--- config.mk ---
export PLATFORM = sky130hd
export DESIGN_NAME = trap_ctrl_flat
export DESIGN_NICKNAME = d
export VERILOG_FILES = /design/src/rtl/trap_ctrl_if.sv /design/src/rtl/trap_ctrl.sv /design/src/flat_wrapper.sv
export SDC_FILE = /design/constraint.sdc
export NUM_CORES = 1
export LEC_CHECK = 0
export BUFFER_PORTS_ARGS = -buffer_cell sky130_fd_sc_hd__buf_2
export CORE_ASPECT_RATIO = 1.5
export CORE_UTILIZATION = 41
export CTS_BUF_LIST = sky130_fd_sc_hd__clkbuf_16
export CTS_CLUSTER_DIAMETER = 120
export DETAILED_ROUTE_END_ITERATION = 6
export HOLD_SLACK_MARGIN = 0.15
export PLACE_DENSITY_LB_ADDON = 0.25
export SYNTH_ARGS = -nofsm -noshare
export SYNTH_HDL_FRONTEND = slang
export SYNTH_SLANG_ARGS = --single-unit
--- constraint.sdc ---
create_clock -name i_clk -period 2.6 [get_ports i_clk]
set_clock_uncertainty 0.15 [all_clocks]
set_input_delay 0.13 -clock i_clk [delete_from_list [all_inputs] [get_ports i_clk]]
set_output_delay 0.13 -clock i_clk [all_outputs]
set_load 0.005 [all_outputs]
--- src/rtl/trap_ctrl_if.sv ---
// Trap sequencer bus: dispatch/CSR/fetch side signals.
// master drives requests and CSR state; slave is the sequencer.
interface trap_ctrl_if #(
    parameter int XLEN  = 32,
    parameter int MXLEN = 32
);
    logic             i_trap_req;
    logic [MXLEN-1:0] i_trap_cause;
    logic [MXLEN-1:0] i_trap_tval;
    logic [XLEN-1:0]  i_pc;
    logic             i_mret;
    logic [MXLEN-1:0] i_mtvec;
    logic [MXLEN-1:0] i_mepc;
    logic [MXLEN-1:0] i_mstatus;
    logic             o_csr_we;
    logic [11:0]      o_csr_addr;
    logic [MXLEN-1:0] o_csr_wdata;
    logic             o_stall;
    logic             o_flush;
    logic             o_redirect;
    logic [XLEN-1:0]  o_redirect_pc;
    logic             o_busy;

    modport master (
        output i_trap_req, i_trap_cause, i_trap_tval, i_pc,
        output i_mret, i_mtvec, i_mepc, i_mstatus,
        input  o_csr_we, o_csr_addr, o_csr_wdata,
        input  o_stall, o_flush, o_redirect, o_redirect_pc, o_busy
    );

    modport slave (
        input  i_trap_req, i_trap_cause, i_trap_tval, i_pc,
        input  i_mret, i_mtvec, i_mepc, i_mstatus,
        output o_csr_we, o_csr_addr, o_csr_wdata,
        output o_stall, o_flush, o_redirect, o_redirect_pc, o_busy
    );
endinterface

--- src/rtl/trap_ctrl.sv ---
// Machine-mode trap/MRET sequencer: serial CSR writes
// through one write port, then a fetch redirect.
module trap_ctrl #(
    parameter int XLEN  = 32,
    parameter int MXLEN = 32
) (
    input  logic        i_clk,
    input  logic        i_rst,
    trap_ctrl_if.slave  bus
);
    typedef enum logic [2:0] {
        IDLE,
        T_EPC,
        T_CAUSE,
        T_TVAL,
        T_STATUS,
        T_REDIR,
        R_STATUS,
        R_REDIR
    } state_t;

    state_t           state_q;
    state_t           state_d;
    logic [XLEN-1:0]  pc_q;
    logic [MXLEN-1:0] cause_q;
    logic [MXLEN-1:0] tval_q;
    logic [MXLEN-1:0] st_trap;
    logic [MXLEN-1:0] st_ret;

    // State register and trap context captured on acceptance.
    always_ff @(posedge i_clk or posedge i_rst) begin
        if (i_rst) begin
            state_q <= IDLE;
            pc_q    <= '0;
            cause_q <= '0;
            tval_q  <= '0;
        end else begin
            state_q <= state_d;
            if (state_q == IDLE && bus.i_trap_req) begin
                pc_q    <= bus.i_pc;
                cause_q <= bus.i_trap_cause;
                tval_q  <= bus.i_trap_tval;
            end
        end
    end

    // mstatus images for trap entry and return.
    always_comb begin
        st_trap        = bus.i_mstatus;
        st_trap[7]     = bus.i_mstatus[3];
        st_trap[3]     = 1'b0;
        st_trap[12:11] = 2'b11;
        st_ret         = bus.i_mstatus;
        st_ret[3]      = bus.i_mstatus[7];
        st_ret[7]      = 1'b1;
        st_ret[12:11]  = 2'b11;
    end

    // Next state and per-state CSR write / redirect outputs.
    always_comb begin
        state_d           = state_q;
        bus.o_csr_we      = 1'b0;
        bus.o_csr_addr    = '0;
        bus.o_csr_wdata   = '0;
        bus.o_flush       = 1'b0;
        bus.o_redirect    = 1'b0;
        bus.o_redirect_pc = '0;
        unique case (state_q)
            IDLE: begin
                if (bus.i_trap_req) begin
                    state_d     = T_EPC;
                    bus.o_flush = 1'b1;
                end else if (bus.i_mret) begin
                    state_d     = R_STATUS;
                    bus.o_flush = 1'b1;
                end
            end
            T_EPC: begin
                bus.o_csr_we    = 1'b1;
                bus.o_csr_addr  = 12'h341;
                bus.o_csr_wdata = MXLEN'(pc_q & ~XLEN'(3));
                state_d         = T_CAUSE;
            end
            T_CAUSE: begin
                bus.o_csr_we    = 1'b1;
                bus.o_csr_addr  = 12'h342;
                bus.o_csr_wdata = cause_q;
                state_d         = T_TVAL;
            end
            T_TVAL: begin
                bus.o_csr_we    = 1'b1;
                bus.o_csr_addr  = 12'h343;
                bus.o_csr_wdata = tval_q;
                state_d         = T_STATUS;
            end
            T_STATUS: begin
                bus.o_csr_we    = 1'b1;
                bus.o_csr_addr  = 12'h300;
                bus.o_csr_wdata = st_trap;
                state_d         = T_REDIR;
            end
            T_REDIR: begin
                // Only synchronous exceptions: always direct mode.
                bus.o_redirect    = 1'b1;
                bus.o_redirect_pc = XLEN'(bus.i_mtvec & ~MXLEN'(3));
                state_d           = IDLE;
            end
            R_STATUS: begin
                bus.o_csr_we    = 1'b1;
                bus.o_csr_addr  = 12'h300;
                bus.o_csr_wdata = st_ret;
                state_d         = R_REDIR;
            end
            R_REDIR: begin
                bus.o_redirect    = 1'b1;
                bus.o_redirect_pc = XLEN'(bus.i_mepc & ~MXLEN'(3));
                state_d           = IDLE;
            end
            default: state_d = IDLE;
        endcase
        if (i_rst) begin
            bus.o_flush = 1'b0;
        end
    end

    // Pipeline hold covers the request cycle and the whole sequence.
    always_comb begin
        bus.o_busy  = (state_q != IDLE);
        bus.o_stall = ~i_rst &
                      ((state_q != IDLE) | bus.i_trap_req | bus.i_mret);
    end
endmodule
--- src/flat_wrapper.sv ---
// flat-port wrapper written by rule: the top's interface ports become plain ports
module trap_ctrl_flat 
#(
    parameter int XLEN  = 32,
    parameter int MXLEN = 32
)
  (i_clk, i_rst, bus_i_trap_req, bus_i_trap_cause, bus_i_trap_tval, bus_i_pc, bus_i_mret, bus_i_mtvec, bus_i_mepc, bus_i_mstatus, bus_o_csr_we, bus_o_csr_addr, bus_o_csr_wdata, bus_o_stall, bus_o_flush, bus_o_redirect, bus_o_redirect_pc, bus_o_busy);
  trap_ctrl_if #(.XLEN(XLEN), .MXLEN(MXLEN)) bus_i ();
  input  logic i_clk;
  input  logic i_rst;
  input wire logic [$bits(bus_i.i_trap_req)-1:0] bus_i_trap_req;
  input wire logic [$bits(bus_i.i_trap_cause)-1:0] bus_i_trap_cause;
  input wire logic [$bits(bus_i.i_trap_tval)-1:0] bus_i_trap_tval;
  input wire logic [$bits(bus_i.i_pc)-1:0] bus_i_pc;
  input wire logic [$bits(bus_i.i_mret)-1:0] bus_i_mret;
  input wire logic [$bits(bus_i.i_mtvec)-1:0] bus_i_mtvec;
  input wire logic [$bits(bus_i.i_mepc)-1:0] bus_i_mepc;
  input wire logic [$bits(bus_i.i_mstatus)-1:0] bus_i_mstatus;
  output wire logic [$bits(bus_i.o_csr_we)-1:0] bus_o_csr_we;
  output wire logic [$bits(bus_i.o_csr_addr)-1:0] bus_o_csr_addr;
  output wire logic [$bits(bus_i.o_csr_wdata)-1:0] bus_o_csr_wdata;
  output wire logic [$bits(bus_i.o_stall)-1:0] bus_o_stall;
  output wire logic [$bits(bus_i.o_flush)-1:0] bus_o_flush;
  output wire logic [$bits(bus_i.o_redirect)-1:0] bus_o_redirect;
  output wire logic [$bits(bus_i.o_redirect_pc)-1:0] bus_o_redirect_pc;
  output wire logic [$bits(bus_i.o_busy)-1:0] bus_o_busy;
  assign bus_i.i_trap_req = bus_i_trap_req;
  assign bus_i.i_trap_cause = bus_i_trap_cause;
  assign bus_i.i_trap_tval = bus_i_trap_tval;
  assign bus_i.i_pc = bus_i_pc;
  assign bus_i.i_mret = bus_i_mret;
  assign bus_i.i_mtvec = bus_i_mtvec;
  assign bus_i.i_mepc = bus_i_mepc;
  assign bus_i.i_mstatus = bus_i_mstatus;
  assign bus_o_csr_we = bus_i.o_csr_we;
  assign bus_o_csr_addr = bus_i.o_csr_addr;
  assign bus_o_csr_wdata = bus_i.o_csr_wdata;
  assign bus_o_stall = bus_i.o_stall;
  assign bus_o_flush = bus_i.o_flush;
  assign bus_o_redirect = bus_i.o_redirect;
  assign bus_o_redirect_pc = bus_i.o_redirect_pc;
  assign bus_o_busy = bus_i.o_busy;
  trap_ctrl #(.XLEN(XLEN), .MXLEN(MXLEN)) u_core (.i_clk(i_clk), .i_rst(i_rst), .bus(bus_i));
endmodule
==> results of run 1 <==
[layout make-up]
cell class | count | area (µm²)
flip-flops and latches | 97 | 2430
clock inverters | 7 | 111
repair buffers | 373 | 2430
fillers | 952 | 4280
clock buffers | 9 | 225
inverters | 6 | 26.3
multi-input cells | 285 | 2380
well taps | 153 | 191
[timing repair]
| item | in CTS | in global routing |
|---|---|---|
| resized for setup | 0 | 0 |
| hold buffers | 97 | 0 |
| hold endpoints to repair | 130 | 0 |
[layer usage]
layer	share of wire	global-route usage	vias to the layer above
li1	-	-	2188
met1	0.39	0.290	2277
met2	0.52	0.468	205
met3	0.061	0.0450	36
met4	0.030	0.102	0
met5	0	0	-
[registers in the layout, indices dropped and copies added, names as in the netlist]
name            count
u_core.cause_q     32
u_core.pc_q        30
u_core.state_q      3
u_core.tval_q      32
[final timing paths]
check	cells past startpoint	slack [ps]	startpoint	to
min in group asynchronous	3	410	i_rst	u_core.tval_q[10]
min	1	330	u_core.cause_q[13]	u_core.cause_q[13]
min reg2reg	1	330	u_core.cause_q[13]	u_core.cause_q[13]
max	4	120	u_core.state_q[2]	bus_o_csr_wdata[2]
max in group asynchronous	4	1210	i_rst	u_core.cause_q[0]
max reg2reg	4	590	u_core.state_q[0]	u_core.tval_q[24]
[synth_stat cells]
cell type and number:
sky130_fd_sc_hd__nor2_1 38, sky130_fd_sc_hd__nand2b_1 1, sky130_fd_sc_hd__clkbuf_1 10, sky130_fd_sc_hd__nor3_1 2, sky130_fd_sc_hd__inv_1 6, sky130_fd_sc_hd__nor3b_2 1, sky130_fd_sc_hd__conb_1 1, sky130_fd_sc_hd__buf_6 1
sky130_fd_sc_hd__buf_8 7, sky130_fd_sc_hd__buf_2 12, sky130_fd_sc_hd__a21o_1 1, sky130_fd_sc_hd__a221o_1 2, sky130_fd_sc_hd__a21oi_1 4, sky130_fd_sc_hd__buf_4 14, sky130_fd_sc_hd__nor2b_1 3, sky130_fd_sc_hd__nand3b_1 3
sky130_fd_sc_hd__and2_1 1, sky130_fd_sc_hd__nand2_1 4, sky130_fd_sc_hd__a22o_1 4, sky130_fd_sc_hd__dfrtp_1 97, sky130_fd_sc_hd__a22oi_1 26, sky130_fd_sc_hd__mux2_2 34, sky130_fd_sc_hd__nor3_4 1, sky130_fd_sc_hd__o21ai_0 32
sky130_fd_sc_hd__mux2i_1 59, sky130_fd_sc_hd__mux2_1 60
[layout by cell type, fill, tap and decap left out, types with 3 or more instances in the layout]
master,count
sky130_fd_sc_hd__buf_2,259
sky130_fd_sc_hd__dlygate4sd3_1,97
sky130_fd_sc_hd__dfrtp_1,95
sky130_fd_sc_hd__mux2_1,60
sky130_fd_sc_hd__mux2i_1,59
sky130_fd_sc_hd__nor2_1,38
sky130_fd_sc_hd__mux2_2,34
sky130_fd_sc_hd__o21ai_0,32
sky130_fd_sc_hd__a22oi_1,26
sky130_fd_sc_hd__buf_4,14
sky130_fd_sc_hd__conb_1,9
sky130_fd_sc_hd__clkbuf_16,9
sky130_fd_sc_hd__inv_1,7
sky130_fd_sc_hd__a22o_1,4
sky130_fd_sc_hd__a21oi_1,4
sky130_fd_sc_hd__nand2_1,4
sky130_fd_sc_hd__nand3b_1,3
sky130_fd_sc_hd__bufinv_16,3
sky130_fd_sc_hd__buf_12,3
[critical path: stages (launching register included)]
cell and delay, ps:
sky130_fd_sc_hd__dfrtp_1 480, sky130_fd_sc_hd__nand2b_1 590, sky130_fd_sc_hd__buf_4 380, sky130_fd_sc_hd__o21ai_0 240
sky130_fd_sc_hd__buf_2 160
[report_power, final]
group / leakage, µW / switching [µW] / internal (µW)
Sequential: 0.00115 / 452 / 2290
Combinational: 0.00254 / 1820 / 1960
Clock: 0.000172 / 553 / 933
Total: 0.00386 / 2820 / 5180
[kinds of logic (layout without fill, tap and decap cells)]
family / count (synthesis) / count (layout) / synth area share
multiplexers: 153 / 153 / 0.323
AND/OR/NAND/NOR: 54 / 54 / 0.0490
flip-flops: 97 / 97 / 0.475
buffers and inverters: 50 / 395 / 0.0668
other: 1 / 9 / 0.000734
AO/OA/AOI/OAI: 69 / 69 / 0.0857
[per-stage QoR]
stage / hold slack (ps) / setup WS, ps / power, µW / std cells / cell area [µm²]
floorplan: 109 / 773 / 5120 / 432 / 5140
global placement: 196 / 519 / 6240 / 817 / 6490
global route: 354 / 62.2 / 8560 / 930 / 7800
detailed placement: 200 / 459 / 6420 / 817 / 6490
CTS: 338 / 81.1 / 8040 / 930 / 7800
finish: 334 / 115 / 8010 / 930 / 7800
==> implementation parameters, run 1 <==
Parameter                              Value

Logic synthesis
  Yosys warnings    0
  Top cell type by total area after synthesis    sky130_fd_sc_hd__dfrtp_1
  Top post-synthesis cells by area    sky130_fd_sc_hd__dfrtp_1, sky130_fd_sc_hd__mux2_1, sky130_fd_sc_hd__mux2i_1, sky130_fd_sc_hd__mux2_2, sky130_fd_sc_hd__a22oi_1
  Synthesized cell area    roughly 0.0051 mm²
  Number of standard cells after synthesis    around 420
  Fraction of synthesized cell area taken by the top area cell type    0.475
  Unique masters post-synth    26
  Sequential area share after synthesis    0.475
  Flops & latches, synth    between 90 and 100
  Post-synthesis average cell area    12.1 µm²

Routing
  Routed Wire Length    ~16000 µm
  Vias after detailed routing    between 4000 and 5000
  DRC viols    0
  ANT nets after route    0
  First drt pass iteration count    4
  Ratio of routed vias to standard cells    between 5 and 6
  Initial drt markers    roughly 180
  Routed length per instance    17.4 µm

Timing
  Final-layout setup total negative slack    0 ps
  Clock period minus worst slack    approximately 2500 ps
  Worst Max-Slew Pin Slew    ~840 ps
  Hold Vio Cnt, Final    0
  Number of endpoints failing setup at the final stage    0
  Worst slew margin relative to its limit    0.438
  Max Slew Vio Count    0
  Fmax    approximately 400 MHz
  Final critical-path share of the clock period    0.956
  Setup repair after global routing missed its margin    no

Setup path
  Arrival time at the worst endpoint    2200 ps
  Setup crit start kind    flop
  WP data required    about 2300 ps
  Top fanout value on the critical path    19
  Type of the worst setup path    reg -> out
  Type of element capturing the critical path    output port

GRT
  Total global-route track usage    0.256
  Initial antenna violation count    0
  Pin count of the biggest net entering global routing    58
  Residual overflow from global routing    0
  Vias in the first global route    5080
  Wire length of the first global-routing pass    approximately 25000 µm

Die
  Std-Cell Rows    between 40 and 50
  DIE WIDTH    93.2 µm
  Boundary pin count    277
  Chip height    about 140 µm
  Area of the die    0.0129 mm²
  Core footprint    around 0.012 mm²
  Initial standard-cell utilization of the core    0.423

Flow run
  Number of maximum-capacitance violations    0

Layout
  Util after Layout    0.646
  Area Growth Syn to Fin    52.6%
  Final nets    ~970
  Antenna diode count    0
  Ratio of cells with drive above 1 in the final layout    0.426

Pwr
  Total leakage power    ~0.0039 µW
  Power Dens Cells    between 1000 and 1500 mW/mm²
  Worst IR Drop VDD    699 µV

Clocking
  Register clock-pin slew on the reported worst setup and hold paths    60 ps
  Number of buffers added for setup after CTS    0
  Clock Tree Buf Depth    2
  Count of H-tree levels built during CTS    3
  TritonCTS clock tree    built
  Clk root buf    sky130_fd_sc_hd__clkbuf_16
  Number of clock sinks    97
  Clock Latency Late Sink    ~330 ps
  Number of buffers created by CTS    9

Placement
  Half-perimeter wire length of the detailed placement result    between 10000 and 15000 µm
  Routability Congestion    between 0.7 and 0.8
  Count of input and output buffers    259

Min path
  Class of the most critical hold timing path    reg -> reg

Run status
  Status    complete, no violations
Note: power is estimated with default switching activity, not from simulation.
==> run 2, diff against run 1 <==
--- a/config.mk
+++ b/config.mk
@@ -13,6 +13,7 @@
 export DETAILED_ROUTE_END_ITERATION = 6
 export HOLD_SLACK_MARGIN = 0.15
 export PLACE_DENSITY_LB_ADDON = 0.25
+export SLEW_MARGIN = 20
 export SYNTH_ARGS = -nofsm -noshare
 export SYNTH_HDL_FRONTEND = slang
 export SYNTH_SLANG_ARGS = --single-unit
==> constraint.sdc (replaced) <==
create_clock -name i_clk -period 2.2 [get_ports i_clk]
set_clock_uncertainty 0.15 [all_clocks]
set_input_delay 0.11 -clock i_clk [delete_from_list [all_inputs] [get_ports i_clk]]
set_output_delay 0.11 -clock i_clk [all_outputs]
set_load 0.005 [all_outputs]
==> implementation parameters, run 2 (synthesis gave the netlist of run 1 again) <==
Parameter                              Value

Pwr
  Power Dens Cells    between 1000 and 1500 mW/mm²
  Total leakage power    between 0.003 and 0.004 µW
  Total Power Consumption    ~9400 µW
  Worst IR Drop VDD    about 520 µV

Timing
  Final critical-path share of the clock period    0.945
  Final-layout setup total negative slack    0 ps
  Fmax    a little under 500 MHz
  Hold Vio Cnt, Final    0
  Clock period minus worst slack    roughly 2100 ps
  Post-route worst setup slack    ~120 ps
  Max Slew Vio Count    0
  Setup repair after global routing missed its margin    no
  Number of endpoints failing setup at the final stage    0

Routing
  DRC viols    0
  Routed length per instance    ~17 µm
  Initial drt markers    about 140
  Routed Wire Length    16200 µm
  First drt pass iteration count    4
  Vias after detailed routing    between 4000 and 5000
  ANT nets after route    0
  Ratio of routed vias to standard cells    between 5 and 6

Layout
  Ratio of cells with drive above 1 in the final layout    0.429
  Area Growth Syn to Fin    53.5%
  Cell area after layout    about 0.008 mm²
  Largest regs    u_core.cause_q (32), u_core.tval_q (32), u_core.pc_q (30)
  Util after Layout    0.649
  Most common cell after layout, fill and taps aside    sky130_fd_sc_hd__buf_2
  Top library cells by usage in the layout, fill and taps aside    sky130_fd_sc_hd__buf_2, sky130_fd_sc_hd__dlygate4sd3_1, sky130_fd_sc_hd__dfrtp_1
  Final nets    972
  Fill cell instance count of the final layout    approximately 950

Setup path
  Arrival time at the worst endpoint    1820 ps
  Type of element capturing the critical path    output port
  Setup crit start kind    flop
  WP data required    1940 ps
  Top fanout value on the critical path    18
  Type of the worst setup path    reg -> out

Die
  Area of the die    ~0.013 mm²
  Initial standard-cell utilization of the core    0.423
  DIE WIDTH    about 93 µm
  Chip height    139 µm
  Std-Cell Rows    just under 50
  Core footprint    0.0121 mm²
  Boundary pin count    about 280

Placement
  Count of input and output buffers    between 200 and 300
  Half-perimeter wire length of the detailed placement result    11500 µm
  Routability Congestion    between 0.7 and 0.8
  Total placed instance area    between 0.006 and 0.007 mm²
  Post-Place Worst Slack    around 340 ps

Clocking
  Register clock-pin slew on the reported worst setup and hold paths    roughly 70 ps
  TritonCTS clock tree    built
  Number of buffers created by CTS    9
  Clk root buf    sky130_fd_sc_hd__clkbuf_16
  Count of H-tree levels built during CTS    3
  Number of clock sinks    97
  Clock Tree Buf Depth    2
  Clock Latency Late Sink    340 ps

GRT
  Residual overflow from global routing    0
  Wire length of the first global-routing pass    24800 µm
  Initial antenna violation count    1
  Pin count of the biggest net entering global routing    42
  Vias in the first global route    between 4000 and 5000
  Total global-route track usage    0.252

Flow run
  Number of maximum-capacitance violations    0

Min path
  Class of the most critical hold timing path    in -> async

Run status
  Status    complete, no violations
[run 2: cell count changes in the layout (fill, tap and decap cells not counted), sizes merged]
| cell | delta |
|---|---|
| diode | +1 |
| clkinvlp | +1 |
| inv | -1 |
| bufinv | -2 |
| buf | +4 |
| clkinv | +2 |
[run 2: layout make-up]
cell class | instances | area, µm² | share of cell area
repair buffers | 377 | 2520 | 0.321
inverters | 6 | 26.3 | 0.00335
clock buffers | 9 | 225 | 0.0287
clock inverters | 7 | 62.6 | 0.00798
flip-flops and latches | 97 | 2430 | 0.310
diodes | 1 | 2.50 | 0.000319
multi-input cells | 285 | 2390 | 0.304
well taps | 153 | 191 | 0.0244
[run 2: what timing repair did]
| action | in CTS | in global routing |
|---|---|---|
| hold buffers | 97 | 0 |
| endpoints found under the setup margin | 1 | 9 |
| endpoints found under the hold margin | 194 | 0 |
| buffers inserted | 0 | 0 |
| gates resized for setup | 1 | 6 |
[run 2: critical path: stages (launching register included)]
cell	delay, ps
sky130_fd_sc_hd__dfrtp_2	460
sky130_fd_sc_hd__buf_6	200
sky130_fd_sc_hd__nor3b_4	250
sky130_fd_sc_hd__buf_8	230
sky130_fd_sc_hd__a22oi_1	110
sky130_fd_sc_hd__o21ai_0	90
sky130_fd_sc_hd__buf_2	140
[run 2: final timing paths]
check                                       start             endpoint  slack, ps  depth (start not counted)
worst min register to register  u_core.cause_q[2]    u_core.cause_q[2]        340                          1
max in group asynchronous                   i_rst    u_core.tval_q[24]       1110                          4
worst min-delay path                        i_rst     u_core.tval_q[3]        240                          3
worst max-delay path            u_core.state_q[0]  bus_o_csr_wdata[17]        120                          6
worst max register to register  u_core.state_q[1]       u_core.pc_q[5]        340                          4
min in group i_clk              u_core.cause_q[2]    u_core.cause_q[2]        340                          1
[run 2: per-layer routing]
| layer | part of all wire | track usage | vias to the layer above |
|---|---|---|---|
| li1 | - | - | 2200 |
| met1 | 0.39 | 0.289 | 2243 |
| met2 | 0.52 | 0.456 | 209 |
| met3 | 0.067 | 0.0493 | 24 |
| met4 | 0.020 | 0.0915 | 0 |
| met5 | 0 | 0 | - |
[run 2: power by group]
part	leakage (µW)	internal, µW	switching, µW
registers	0.00115	2710	525
clock network	0.000142	870	675
logic	0.00258	2440	2170
[run 2: through the flow]
stage               cells  hold WS, ps
floorplan             432         88.7
global placement      821         21.2
detailed placement    821         25.0
CTS                   934          241
global route          935          275
finish                935          241
==> run 3, diff against run 2 <==
--- a/config.mk
+++ b/config.mk
@@ -7,12 +7,13 @@
 export LEC_CHECK = 0
 export BUFFER_PORTS_ARGS = -buffer_cell sky130_fd_sc_hd__buf_2
 export CORE_ASPECT_RATIO = 1.5
-export CORE_UTILIZATION = 41
+export CORE_UTILIZATION = 45
 export CTS_BUF_LIST = sky130_fd_sc_hd__clkbuf_16
 export CTS_CLUSTER_DIAMETER = 120
 export DETAILED_ROUTE_END_ITERATION = 6
 export HOLD_SLACK_MARGIN = 0.15
 export PLACE_DENSITY_LB_ADDON = 0.25
+export RECOVER_POWER = 50
 export SLEW_MARGIN = 20
 export SYNTH_ARGS = -nofsm -noshare
 export SYNTH_HDL_FRONTEND = slang
==> constraint.sdc (replaced) <==
create_clock -name i_clk -period 2 [get_ports i_clk]
set_clock_uncertainty 0.15 [all_clocks]
set_input_delay 0.1 -clock i_clk [delete_from_list [all_inputs] [get_ports i_clk]]
set_output_delay 0.1 -clock i_clk [all_outputs]
set_load 0.005 [all_outputs]
==> implementation parameters, run 3 (synthesis gave the netlist of run 1 again) <==
Parameter                              Value

Run status
  Status    complete, but fails checks
  Failing checks    negative setup slack

GRT
  Initial antenna violation count    1
  Wire length of the first global-routing pass    between 20000 and 30000 µm
  Residual overflow from global routing    0
  Total global-route track usage    0.292
  Vias in the first global route    5187
  Pin count of the biggest net entering global routing    between 60 and 70

Timing
  Setup repair after global routing missed its margin    yes
  Final-layout setup total negative slack    -2830 ps
  Number of endpoints failing setup at the final stage    between 90 and 100
  Fmax    473 MHz
  Clock period minus worst slack    between 2000 and 2500 ps
  Max Slew Vio Count    0
  Final critical-path share of the clock period    1.06
  Hold Vio Cnt, Final    0
  Post-route worst setup slack    -112 ps
  Worst slew margin relative to its limit    0.374
  Worst Max-Slew Pin Slew    ~940 ps

Routing
  Vias after detailed routing    5206
  DRC viols    0
  Ratio of routed vias to standard cells    between 5 and 6
  Routed length per instance    about 21 µm
  Initial drt markers    approximately 210
  Routed Wire Length    between 20000 and 25000 µm
  ANT nets after route    0
  First drt pass iteration count    4

Clocking
  Register clock-pin slew on the reported worst setup and hold paths    around 70 ps
  Clock Tree Buf Depth    2
  Number of buffers created by CTS    9
  TritonCTS clock tree    built
  Count of H-tree levels built during CTS    3
  Clock Latency Late Sink    between 300 and 400 ps
  Clk root buf    sky130_fd_sc_hd__clkbuf_16
  Number of clock sinks    97

Die
  Boundary pin count    277
  Area of the die    between 0.01 and 0.015 mm²
  Std-Cell Rows    47
  Chip height    about 130 µm
  Core footprint    ~0.011 mm²
  DIE WIDTH    between 80 and 90 µm
  Initial standard-cell utilization of the core    0.462

Pwr
  Worst IR Drop VDD    926 µV
  Power Dens Cells    ~1500 mW/mm²
  Total leakage power    approximately 0.0044 µW

Setup path
  R2r setup slk    -110 ps
  Worst path cell trace    buf_12, nor3_4, buf_4, and2_4, buf_12, mux2_1
  Arrival time at the worst endpoint    ~2200 ps
  Type of the worst setup path    reg -> reg
  Critical path's slowest cell    sky130_fd_sc_hd__dfrtp_4
  Type of element capturing the critical path    flop
  Top fanout value on the critical path    15
  Setup crit start kind    flop
  Cell repeated most along the worst path    sky130_fd_sc_hd__buf_12
  WP data required    approximately 2100 ps
  Delay of the slowest critical-path stage    around 540 ps

Flow run
  Number of maximum-capacitance violations    0

Layout
  Combined flip-flop and latch cell area    approximately 0.0024 mm²
  Fill cell instance count of the final layout    approximately 660
  Final nets    1012
  Most common cell after layout, fill and taps aside    sky130_fd_sc_hd__buf_2
  Ratio of cells with drive above 1 in the final layout    0.544
  Area Growth Syn to Fin    73.2%
  Largest regs    u_core.cause_q (32), u_core.tval_q (32), u_core.pc_q (30)
  Top library cells by usage in the layout, fill and taps aside    sky130_fd_sc_hd__buf_2, sky130_fd_sc_hd__dlygate4sd3_1, sky130_fd_sc_hd__dfrtp_1
  Cell area after layout    between 0.008 and 0.009 mm²
  Area used by multi-input combinational logic    roughly 0.0028 mm²

Placement
  Half-perimeter wire length of the detailed placement result    about 11000 µm
  Total placed instance area    0.00656 mm²
  Count of input and output buffers    around 260
  Post-Place Worst Slack    147 ps
  Routability Congestion    between 0.7 and 0.8

Min path
  Class of the most critical hold timing path    reg -> reg
==> run 3: repair_timing <==
action	CTS	global route
cloned	1	15
resized for setup	20	137
pin swaps	3	8
hold buffers	96	1
hold endpoints to repair	194	1
setup endpoints to repair	62	133
setup buffers	9	18
==> run 3: area by class of cell <==
class	count	area share
well taps	147	0.0208
clock inverters	7	0.00777
flip-flops and latches	97	0.275
repair buffers	416	0.353
clock buffers	9	0.0254
inverters	6	0.00297
multi-input cells	286	0.315
diodes	1	0.000283
==> run 3: critical path: cells and delay by family, from the launching register on <==
kind	cells	cell delay, ps
DFF	1	540
muxes	1	360
and+or+nand+nor	2	430
buffers and inverters	3	500
==> run 3: worst paths after layout <==
kind / to / from / cells after the start
min in group asynchronous: u_core.cause_q[10] / i_rst / 4
max in group asynchronous: u_core.state_q[0] / i_rst / 4
worst max register to register: u_core.cause_q[6] / u_core.state_q[0] / 6
worst max-delay path: u_core.cause_q[6] / u_core.state_q[0] / 6
worst min register to register: u_core.cause_q[3] / u_core.cause_q[3] / 1
worst min-delay path: u_core.cause_q[3] / u_core.cause_q[3] / 1
==> run 3: stage by stage <==
stage,total power [µW],util,hold slack [ps],instances
2_1_floorplan,6650,-,77.6,432
3_3_place_gp,8240,0.593,107,814
3_5_place_dp,8460,0.593,118,814
4_1_cts,10700,0.719,-143,935
5_1_grt,13600,0.801,360,969
6_report,13000,0.801,340,969
==> run 3: layer usage <==
| layer | GRT usage | vias up | wire length, µm |
|---|---|---|---|
| li1 | - | 2282 | - |
| met2 | 0.538 | 293 | 11100 |
| met3 | 0.0443 | 70 | 1310 |
| met4 | 0.146 | 0 | 973 |
| met5 | 0 | - | 0 |
| met1 | 0.312 | 2561 | 7250 |
==> run 3: power by group <==
group | total [µW] | leakage (µW) | switching, µW | internal (µW)
Sequential | 3740 | 0.00115 | 745 | 2990
Clock | 1740 | 0.000144 | 767 | 970
Combinational | 7480 | 0.00313 | 3160 | 4330
Total | 13000 | 0.00443 | 4670 | 8290
